===== config.mk =====
export PLATFORM = sky130hd
export DESIGN_NAME = demux1x4_behav
export DESIGN_NICKNAME = d
export VERILOG_FILES = /design/src/rtl/demux1x4_behav.sv
export SDC_FILE = /design/constraint.sdc
export NUM_CORES = 1
export LEC_CHECK = 0
export BUFFER_PORTS_ARGS = -buffer_cell sky130_fd_sc_hd__buf_2
export CAP_MARGIN = 0
export CORE_ASPECT_RATIO = 1.1
export CORE_UTILIZATION = 39
export CTS_CLUSTER_DIAMETER = 120
export DETAILED_ROUTE_END_ITERATION = 10
export PLACE_DENSITY = 0.65
export REMOVE_ABC_BUFFERS = 1
export SETUP_SLACK_MARGIN = 0.3
export SYNTH_ARGS = -nofsm -noshare
export SYNTH_HDL_FRONTEND = slang
export SYNTH_SLANG_ARGS = --single-unit

===== constraint.sdc =====
create_clock -name clk -period 5 [get_ports clk]
set_input_delay 0.5 -clock clk [delete_from_list [all_inputs] [get_ports clk]]
set_output_delay 0.5 -clock clk [all_outputs]
set_load 0.1 [all_outputs]

===== src/rtl/demux1x4_behav.sv =====
// rtl/demux1x4_behav.sv - byte stream to 4-lane unstriper with flush and optional idle auto-flush
//
// Purpose: distributes consecutive valid bytes round-robin into lanes 0..3 and
// publishes each complete (or flushed partial) group with a per-lane valid mask
// and a one-cycle strobe.
//
// Optional feature macro: DEMUX_IDLE_FLUSH_EN (idle-timeout auto-flush of a
// partial group after IDLE_TIMEOUT idle cycles).
//
// Ports:
//   clk       in   rising-edge clock
//   reset     in   synchronous active-low reset
//   in        in   incoming byte (DATA_W)
//   valid_in  in   in is valid this cycle
//   flush     in   publish any partially filled group
//   out0..3   out  registered lane bytes, held until next publish
//   validout  out  per-lane valid mask, non-zero only with out_stb
//   out_stb   out  one-cycle group publish strobe
//   lane_ptr  out  next lane to be filled

module demux1x4_behav #(
    parameter int DATA_W       = 8,
    parameter int IDLE_TIMEOUT = 8
) (
    input  logic              clk,
    input  logic              reset,
    input  logic [DATA_W-1:0] in,
    input  logic              valid_in,
    input  logic              flush,
    output logic [DATA_W-1:0] out0,
    output logic [DATA_W-1:0] out1,
    output logic [DATA_W-1:0] out2,
    output logic [DATA_W-1:0] out3,
    output logic [3:0]        validout,
    output logic              out_stb,
    output logic [1:0]        lane_ptr
);

    if (IDLE_TIMEOUT < 1 || IDLE_TIMEOUT > 255) begin : g_bad_timeout
        $error("IDLE_TIMEOUT must be in 1..255");
    end

    logic [DATA_W-1:0] h_q   [4];
    logic [DATA_W-1:0] h_d   [4];
    logic [DATA_W-1:0] out_q [4];
    logic [DATA_W-1:0] out_d [4];
    logic [3:0]        hv_q, hv_d;
    logic [1:0]        lane_ptr_q, lane_ptr_d;
    logic [3:0]        validout_q, validout_d;
    logic              out_stb_q, out_stb_d;

    // Holding state with the current byte already merged in; a publish in the
    // same cycle uses this view so the arriving byte lands in its lane first.
    logic [DATA_W-1:0] h_fill [4];
    logic [3:0]        hv_fill;
    logic              full_grp;
    logic              flush_req;
    logic              publish;
    logic [3:0]        pub_mask;

`ifdef DEMUX_IDLE_FLUSH_EN
    logic [7:0] idle_cnt_q, idle_cnt_d;
    logic       idle_hit;

    assign idle_hit  = (idle_cnt_q == 8'(IDLE_TIMEOUT));
    // An explicit flush coinciding with a timeout still yields one publish.
    assign flush_req = flush | idle_hit;

    always_comb begin
        idle_cnt_d = idle_cnt_q;
        if (publish || valid_in) begin
            idle_cnt_d = '0;
        end else if (hv_q != 4'b0000) begin
            idle_cnt_d = idle_cnt_q + 8'd1;
        end
    end

    always_ff @(posedge clk) begin
        if (!reset) begin
            idle_cnt_q <= '0;
        end else begin
            idle_cnt_q <= idle_cnt_d;
        end
    end
`else
    assign flush_req = flush;
`endif

    always_comb begin
        h_fill  = h_q;
        hv_fill = hv_q;
        if (valid_in) begin
            h_fill[lane_ptr_q]  = in;
            hv_fill[lane_ptr_q] = 1'b1;
        end

        full_grp = valid_in && (lane_ptr_q == 2'd3);
        // A full group takes precedence over flush and always reports all lanes.
        publish  = full_grp || (flush_req && (hv_fill != 4'b0000));
        pub_mask = full_grp ? 4'b1111 : hv_fill;

        h_d        = h_fill;
        hv_d       = hv_fill;
        lane_ptr_d = valid_in ? (lane_ptr_q + 2'd1) : lane_ptr_q;
        out_d      = out_q;
        validout_d = 4'b0000;
        out_stb_d  = 1'b0;

        if (publish) begin
            for (int i = 0; i < 4; i++) begin
                out_d[i] = pub_mask[i] ? h_fill[i] : '0;
                h_d[i]   = '0;
            end
            validout_d = pub_mask;
            out_stb_d  = 1'b1;
            hv_d       = 4'b0000;
            lane_ptr_d = 2'd0;
        end
    end

    always_ff @(posedge clk) begin
        if (!reset) begin
            for (int i = 0; i < 4; i++) begin
                h_q[i]   <= '0;
                out_q[i] <= '0;
            end
            hv_q       <= 4'b0000;
            lane_ptr_q <= 2'd0;
            validout_q <= 4'b0000;
            out_stb_q  <= 1'b0;
        end else begin
            h_q        <= h_d;
            out_q      <= out_d;
            hv_q       <= hv_d;
            lane_ptr_q <= lane_ptr_d;
            validout_q <= validout_d;
            out_stb_q  <= out_stb_d;
        end
    end

    assign out0     = out_q[0];
    assign out1     = out_q[1];
    assign out2     = out_q[2];
    assign out3     = out_q[3];
    assign validout = validout_q;
    assign out_stb  = out_stb_q;
    assign lane_ptr = lane_ptr_q;

endmodule


==> results.cfg, run 1 <==
[run_status]
status = completed

[sta]
whs_ns = 0.4576
skew_ns = 0.008151
hold_viol_final = 0
maxSlewViolCount = 0
fin_tns_setup_ns = 0
min_period_over_period = 0.5142
tightest_slew_ns = 0.8874
min_period_ns = 2.571
rsz0062_at_grt = false
fmax_ghz = 0.3889
setup_violations = 0
slew_headroom = 0.4084

[setup_path]
worstSetupPathType = flip-flop to flip-flop
required_ns = 5.26
r2r_start = lane_ptr[1]$_SDFFE_PP0P_
startpoint_type = flip-flop
reg2reg_to = out1[2]$_SDFFE_PN0P_
cp_max_fo = 17
critPathCaptureType = flip-flop
reg2reg_slack_ns = 2.43
arrival_ns = 2.83
reg2regPathDepth = 7

[pwr]
cellLeakagePower_nw = 1.511
power_density_mw_per_mm2 = 443.2
ir_drop_mv = 0.1997

[clocking]
ctsHtreeMaxLevel = 3
clockRootBuffer = clkbuf_8
cts_sinks = 75
cts-root-to-sink-buffers = 2
cts.reportedPaths.clkPinSlew_ns = 0.07
cts_tree = built
cts_hold_buf = 0
numCtsBuffers = 9
cts_resized = 0
clk_latency_ns = 0.34
post_cts_buffers = 0

[placement]
gp_congestion = 0.7637
io_buffers = 50
dpl.hpwl_mm = 3.400

[die]
core_mm2 = 0.006269
die_w_um = 79.65
initial_core_util = 0.4126
die_h_um = 87.41
io_pins = 51
rows = 30
die-area_mm2 = 0.006961

[yosys]
async_reset_ff_frac = 0
synth_top_area_frac = 0.5806
synth_cells = 223
synth_area_mm2 = 0.002586
yosysTopAreaCell = dfxtp_1
ys_top_cells_by_area = dfxtp_1 (58%), mux2i_1 (13%), o2bb2ai_1 (11%)
synthFlopType = dfxtp_1
ys_ff_latch = 75
yosys_warnings = 0
ys_seq_area_frac = 0.5806
syn_avg_cell_area_um2 = 11.60
synth_enable_flop_cells = 0
ys_types = 21

[job]
cap_viol_max_count = 0

[cells_and_area]
syn_to_final_growth_pct = 20.90
final_cell_mix = dfxtp_1 (75), buf_2 (50), nor2_1 (37), mux2i_1 (33), o2bb2ai_1 (32)
nFillCells = 593
final-seq-area_mm2 = 0.001501
insertedDiodeCount = 0
nNetsFinal = 291
multi_input_area_um2 = 965.9
layout_commonest_cell = dfxtp_1
final_layout_size_suffix_gt1_frac = 0.2464

[global_route]
grt_remaining_overflow = 0
grt_pass1_vias = 1619
grt.total_usage = 0.1613
grt_max_degree = 38
grt_pass1_wl_mm = 8.010
antenna_found_initial = 0

[detailed_routing]
first_pass_iters = 4
routed_wl_mm = 5.171
routedWlPerCell_um = 14.36
vias = 1748
route.detailed.drc = 0
vias_per_cell = 4.856
dr.first_iter.drc_count = 94
detail-route-antenna-nets = 0

[worst_hold_path]
holdPathEnd = out3[0]$_SDFFE_PN0P_
min_path_cells = 1
worstHoldStart = out3[0]$_SDFFE_PN0P_
hp-class = flip-flop to flip-flop
==> worst max-delay path: stages, from the launching register on <==
cell and delay, ns:
dfxtp_1 0.40, inv_1 0.09, ha_1 0.22, o21a_1 0.23, o41ai_4 0.41, and3_1 0.65
buf_4 0.35, o2bb2ai_1 0.14
==> final cells by class <==
class,count,share of cell area
flip-flops and latches,75,0.4802
repair buffers,51,0.08243
clock inverters,4,0.03842
inverters,7,0.008403
clock buffers,12,0.04962
well taps,80,0.03201
multi-input cells,131,0.3089
==> Yosys cell counts, types with 2 or more instances <==
library cell   n
and2_1         2
buf_2          2
mux2i_1       33
a21oi_1        3
o21ai_0        2
o21a_1         2
inv_1          7
dfxtp_1       75
o2bb2ai_1     32
nand2_1        9
nor2_1        37
buf_6          7
ha_1           4
==> cell families after synthesis <==
family,count (synthesis),share of synthesized area
compound gates,42,0.1408
flops,75,0.5806
simple gates,51,0.08224
mux,33,0.1277
buf+inv,17,0.04596
xor+xnor,1,0.003387
fa+ha+maj,4,0.01935
==> metrics by stage <==
stage               instances  worst slack, ns  power (mW)  instance area (um^2)    util
floorplan                 213            2.049      0.7443                  2494       -
global placement          344            2.554      0.7795                  2851  0.4549
detailed placement        344            2.465      0.7817                  2851  0.4549
CTS                       360            2.445       1.401                  3127  0.4988
global route              360            2.298       1.438                  3127  0.4988
finish                    360            2.429       1.386                  3127  0.4988
==> power by group <==
group	leakage, nW	internal, mW	switching [mW]
registers	0.607	0.613	0.00736
clock network	0.137	0.410	0.209
logic	0.768	0.0346	0.112
total	1.51	1.06	0.328
==> worst max path at each step <==
stage                                end  cells past startpoint                startpoint
global route        out1[2]$_SDFFE_PN0P_                      7  lane_ptr[1]$_SDFFE_PP0P_
CTS                 out1[2]$_SDFFE_PN0P_                      7  lane_ptr[0]$_SDFFE_PP0P_
global placement    out1[5]$_SDFFE_PN0P_                      7  lane_ptr[1]$_SDFFE_PP0P_
detailed placement  out1[2]$_SDFFE_PN0P_                      7  lane_ptr[1]$_SDFFE_PP0P_
floorplan             hv_q[3]$_SDFF_PP0_                      6  lane_ptr[0]$_SDFFE_PP0P_
finish              out1[2]$_SDFFE_PN0P_                      7  lane_ptr[1]$_SDFFE_PP0P_
==> flip-flops by register name, indices dropped and copies added, names as in the netlist <==
register and count:
h_q 32, out0 8, out1 8, out2 8
out3 8, hv_q 4, validout 4, lane_ptr 2
out_stb 1
==> routing by layer <==
metal  vias to the layer above  global-route usage  share of wire
met4                         0             0.08926          0.022
li1                        883                   -              -
met2                        56              0.2393           0.44
met1                       799              0.2038           0.49
met3                        10             0.05550          0.052
met5                         -                   0              0
Note: power is estimated with default switching activity, not from simulation.
==> run 2: changes to the inputs <==
==> constraint.sdc (replaced) <==
create_clock -name clk -period 2.4 [get_ports clk]
set_input_delay 0.24 -clock clk [delete_from_list [all_inputs] [get_ports clk]]
set_output_delay 0.24 -clock clk [all_outputs]
set_load 0.1 [all_outputs]
==> run 2 against run 1 <==
  * Critical path depth unchanged
  * Global-route usage about the same
  * Utilization is 0.42 points lower
  * Maximum frequency increased by 28%
  * First-iteration DRC count shrank 23%
  * Sequential share of layout area up 0.41 points
  * Combinational power is 120% higher
  * Clock skew barely moved
  * Hold slack worse by 0.24 ns
  * Sequential power increased by 110%
==> results.cfg, run 2 (synthesized netlist as in run 1, its figures left out) <==
[cells_and_area]
final_layout_size_suffix_gt1_frac = 0.2606
layout_commonest_cell = dfxtp_1
syn_to_final_growth_pct = 19.88
registers.top_by_ff_count = h_q
largest_register_ffs = 32
insertedDiodeCount = 0
final_cell_mix = dfxtp_1 (75), buf_2 (50), nor2_1 (37), mux2i_1 (33), o2bb2ai_1 (32)
nNetsFinal = 295

[setup_path]
reg2regPathDepth = 7
critPathCaptureType = flip-flop
reg2reg_to = h_q[12]$_SDFF_PP0_
required_ns = 2.68
worstSetupPathType = flip-flop to flip-flop
cp_max_fo = 31
arrival_ns = 2.28
startpoint_type = flip-flop
r2r_start = lane_ptr[0]$_SDFFE_PP0P_
reg2reg_slack_ns = 0.40

[die]
die_h_um = 87.41
core_mm2 = 0.006269
rows = 30
initial_core_util = 0.4126
die-area_mm2 = 0.006961
die_w_um = 79.65
io_pins = 51

[clocking]
cts.reportedPaths.clkPinSlew_ns = 0.08
clockRootBuffer = clkbuf_8
ctsHtreeMaxLevel = 3
post_cts_buffers = 0
numCtsBuffers = 9
cts-root-to-sink-buffers = 2
clk_latency_ns = 0.34
cts_tree = built
cts_sinks = 75

[pwr]
cellLeakagePower_nw = 1.501
power_density_mw_per_mm2 = 835.7
ir_drop_mv = 0.4271

[detailed_routing]
detail-route-antenna-nets = 0
route.detailed.drc = 0
dr.first_iter.drc_count = 72
routed_wl_mm = 5.252
vias_per_cell = 4.942
routedWlPerCell_um = 14.43
vias = 1799
first_pass_iters = 4

[sta]
setup_violations = 0
rsz0062_at_grt = true
min_period_ns = 2.001
fin_tns_setup_ns = 0
min_period_over_period = 0.8338
whs_ns = 0.2167
slew_headroom = 0.6745
tightest_slew_ns = 0.4871
fmax_ghz = 0.4997
maxSlewViolCount = 0
skew_ns = 0.008193
hold_viol_final = 0

[job]
cap_viol_max_count = 0

[global_route]
antenna_found_initial = 0
grt.total_usage = 0.1608
grt_pass1_wl_mm = 8.217
grt_pass1_vias = 1655
grt_max_degree = 32
grt_remaining_overflow = 0

[worst_hold_path]
hp-class = input port to flip-flop
holdPathEnd = out_stb$_SDFF_PN0_
min_path_cells = 2
worstHoldStart = reset

[placement]
io_buffers = 50
gp_congestion = 0.7158
dpl.hpwl_mm = 3.451

[run_status]
status = completed
[run 2: changes by cell type in the layout (fill, tap and decap cells not counted), sizes merged]
cell | before | now
buf | 51 | 55
clkbuf | 12 | 10
bufinv | 4 | 1
clkinvlp | 0 | 1
clkinv | 0 | 4
[run 2: cell type report]
class	count	area [um^2]
Tap cell	80	100.1
Fill cell	596	3168
Sequential cell	75	1501
Timing Repair Buffer	55	304.0
Multi-Input combinational cell	131	965.9
Clock inverter	6	65.06
Inverter	7	26.28
Clock buffer	10	137.6
[run 2: how the worst max path moves through the flow]
| stage | from | to | slack [ns] | cells after the start |
|---|---|---|---|---|
| 4_1_cts | lane_ptr[0]$_SDFFE_PP0P_ | out2[3]$_SDFFE_PN0P_ | 0.36 | 7 |
| 5_1_grt | lane_ptr[0]$_SDFFE_PP0P_ | h_q[6]$_SDFF_PP0_ | 0.28 | 7 |
| 2_1_floorplan | lane_ptr[0]$_SDFFE_PP0P_ | hv_q[3]$_SDFF_PP0_ | -0.55 | 6 |
| 3_5_place_dp | lane_ptr[0]$_SDFFE_PP0P_ | out1[2]$_SDFFE_PN0P_ | 0.38 | 7 |
| 3_3_place_gp | lane_ptr[0]$_SDFFE_PP0P_ | out1[0]$_SDFFE_PN0P_ | 0.45 | 7 |
| 6_report | lane_ptr[0]$_SDFFE_PP0P_ | h_q[12]$_SDFF_PP0_ | 0.40 | 7 |
[run 2: stage by stage]
stage          power [mW]  utilization  instance area (um^2)  worst slack [ns]  instances
5_1_grt             2.690       0.4946                  3100            0.2833        364
6_report            2.591       0.4946                  3100            0.3990        364
2_1_floorplan       1.551            -                  2494           -0.5508        213
4_1_cts             2.608       0.4940                  3097            0.3628        364
3_5_place_dp        1.638       0.4617                  2894            0.3808        348
3_3_place_gp        1.636       0.4617                  2894            0.4461        348
[run 2: metal layers]
layer	global-route usage	wire length, um	up-vias
met5	0	0	-
met4	0.08926	99	0
met3	0.03351	245	8
met2	0.2401	2283	44
met1	0.2152	2624	855
li1	-	-	892
[run 2: what timing repair did]
action	in CTS	in global routing
gates resized for setup	0	1
hold buffers	0	0
setup endpoints to repair	0	26
[run 2: critical path: stages, from the launching register on]
cell and delay, ns:
dfxtp_1 0.42, inv_1 0.09, ha_1 0.24, o21a_1 0.22
o41ai_4 0.35, nand3_2 0.25, buf_12 0.24, nor2_1 0.12
[run 2: power breakdown]
part / switching, mW / internal (mW)
Sequential: 0.0151 / 1.28
Clock: 0.473 / 0.509
Combinational: 0.235 / 0.0829
Total: 0.723 / 1.87
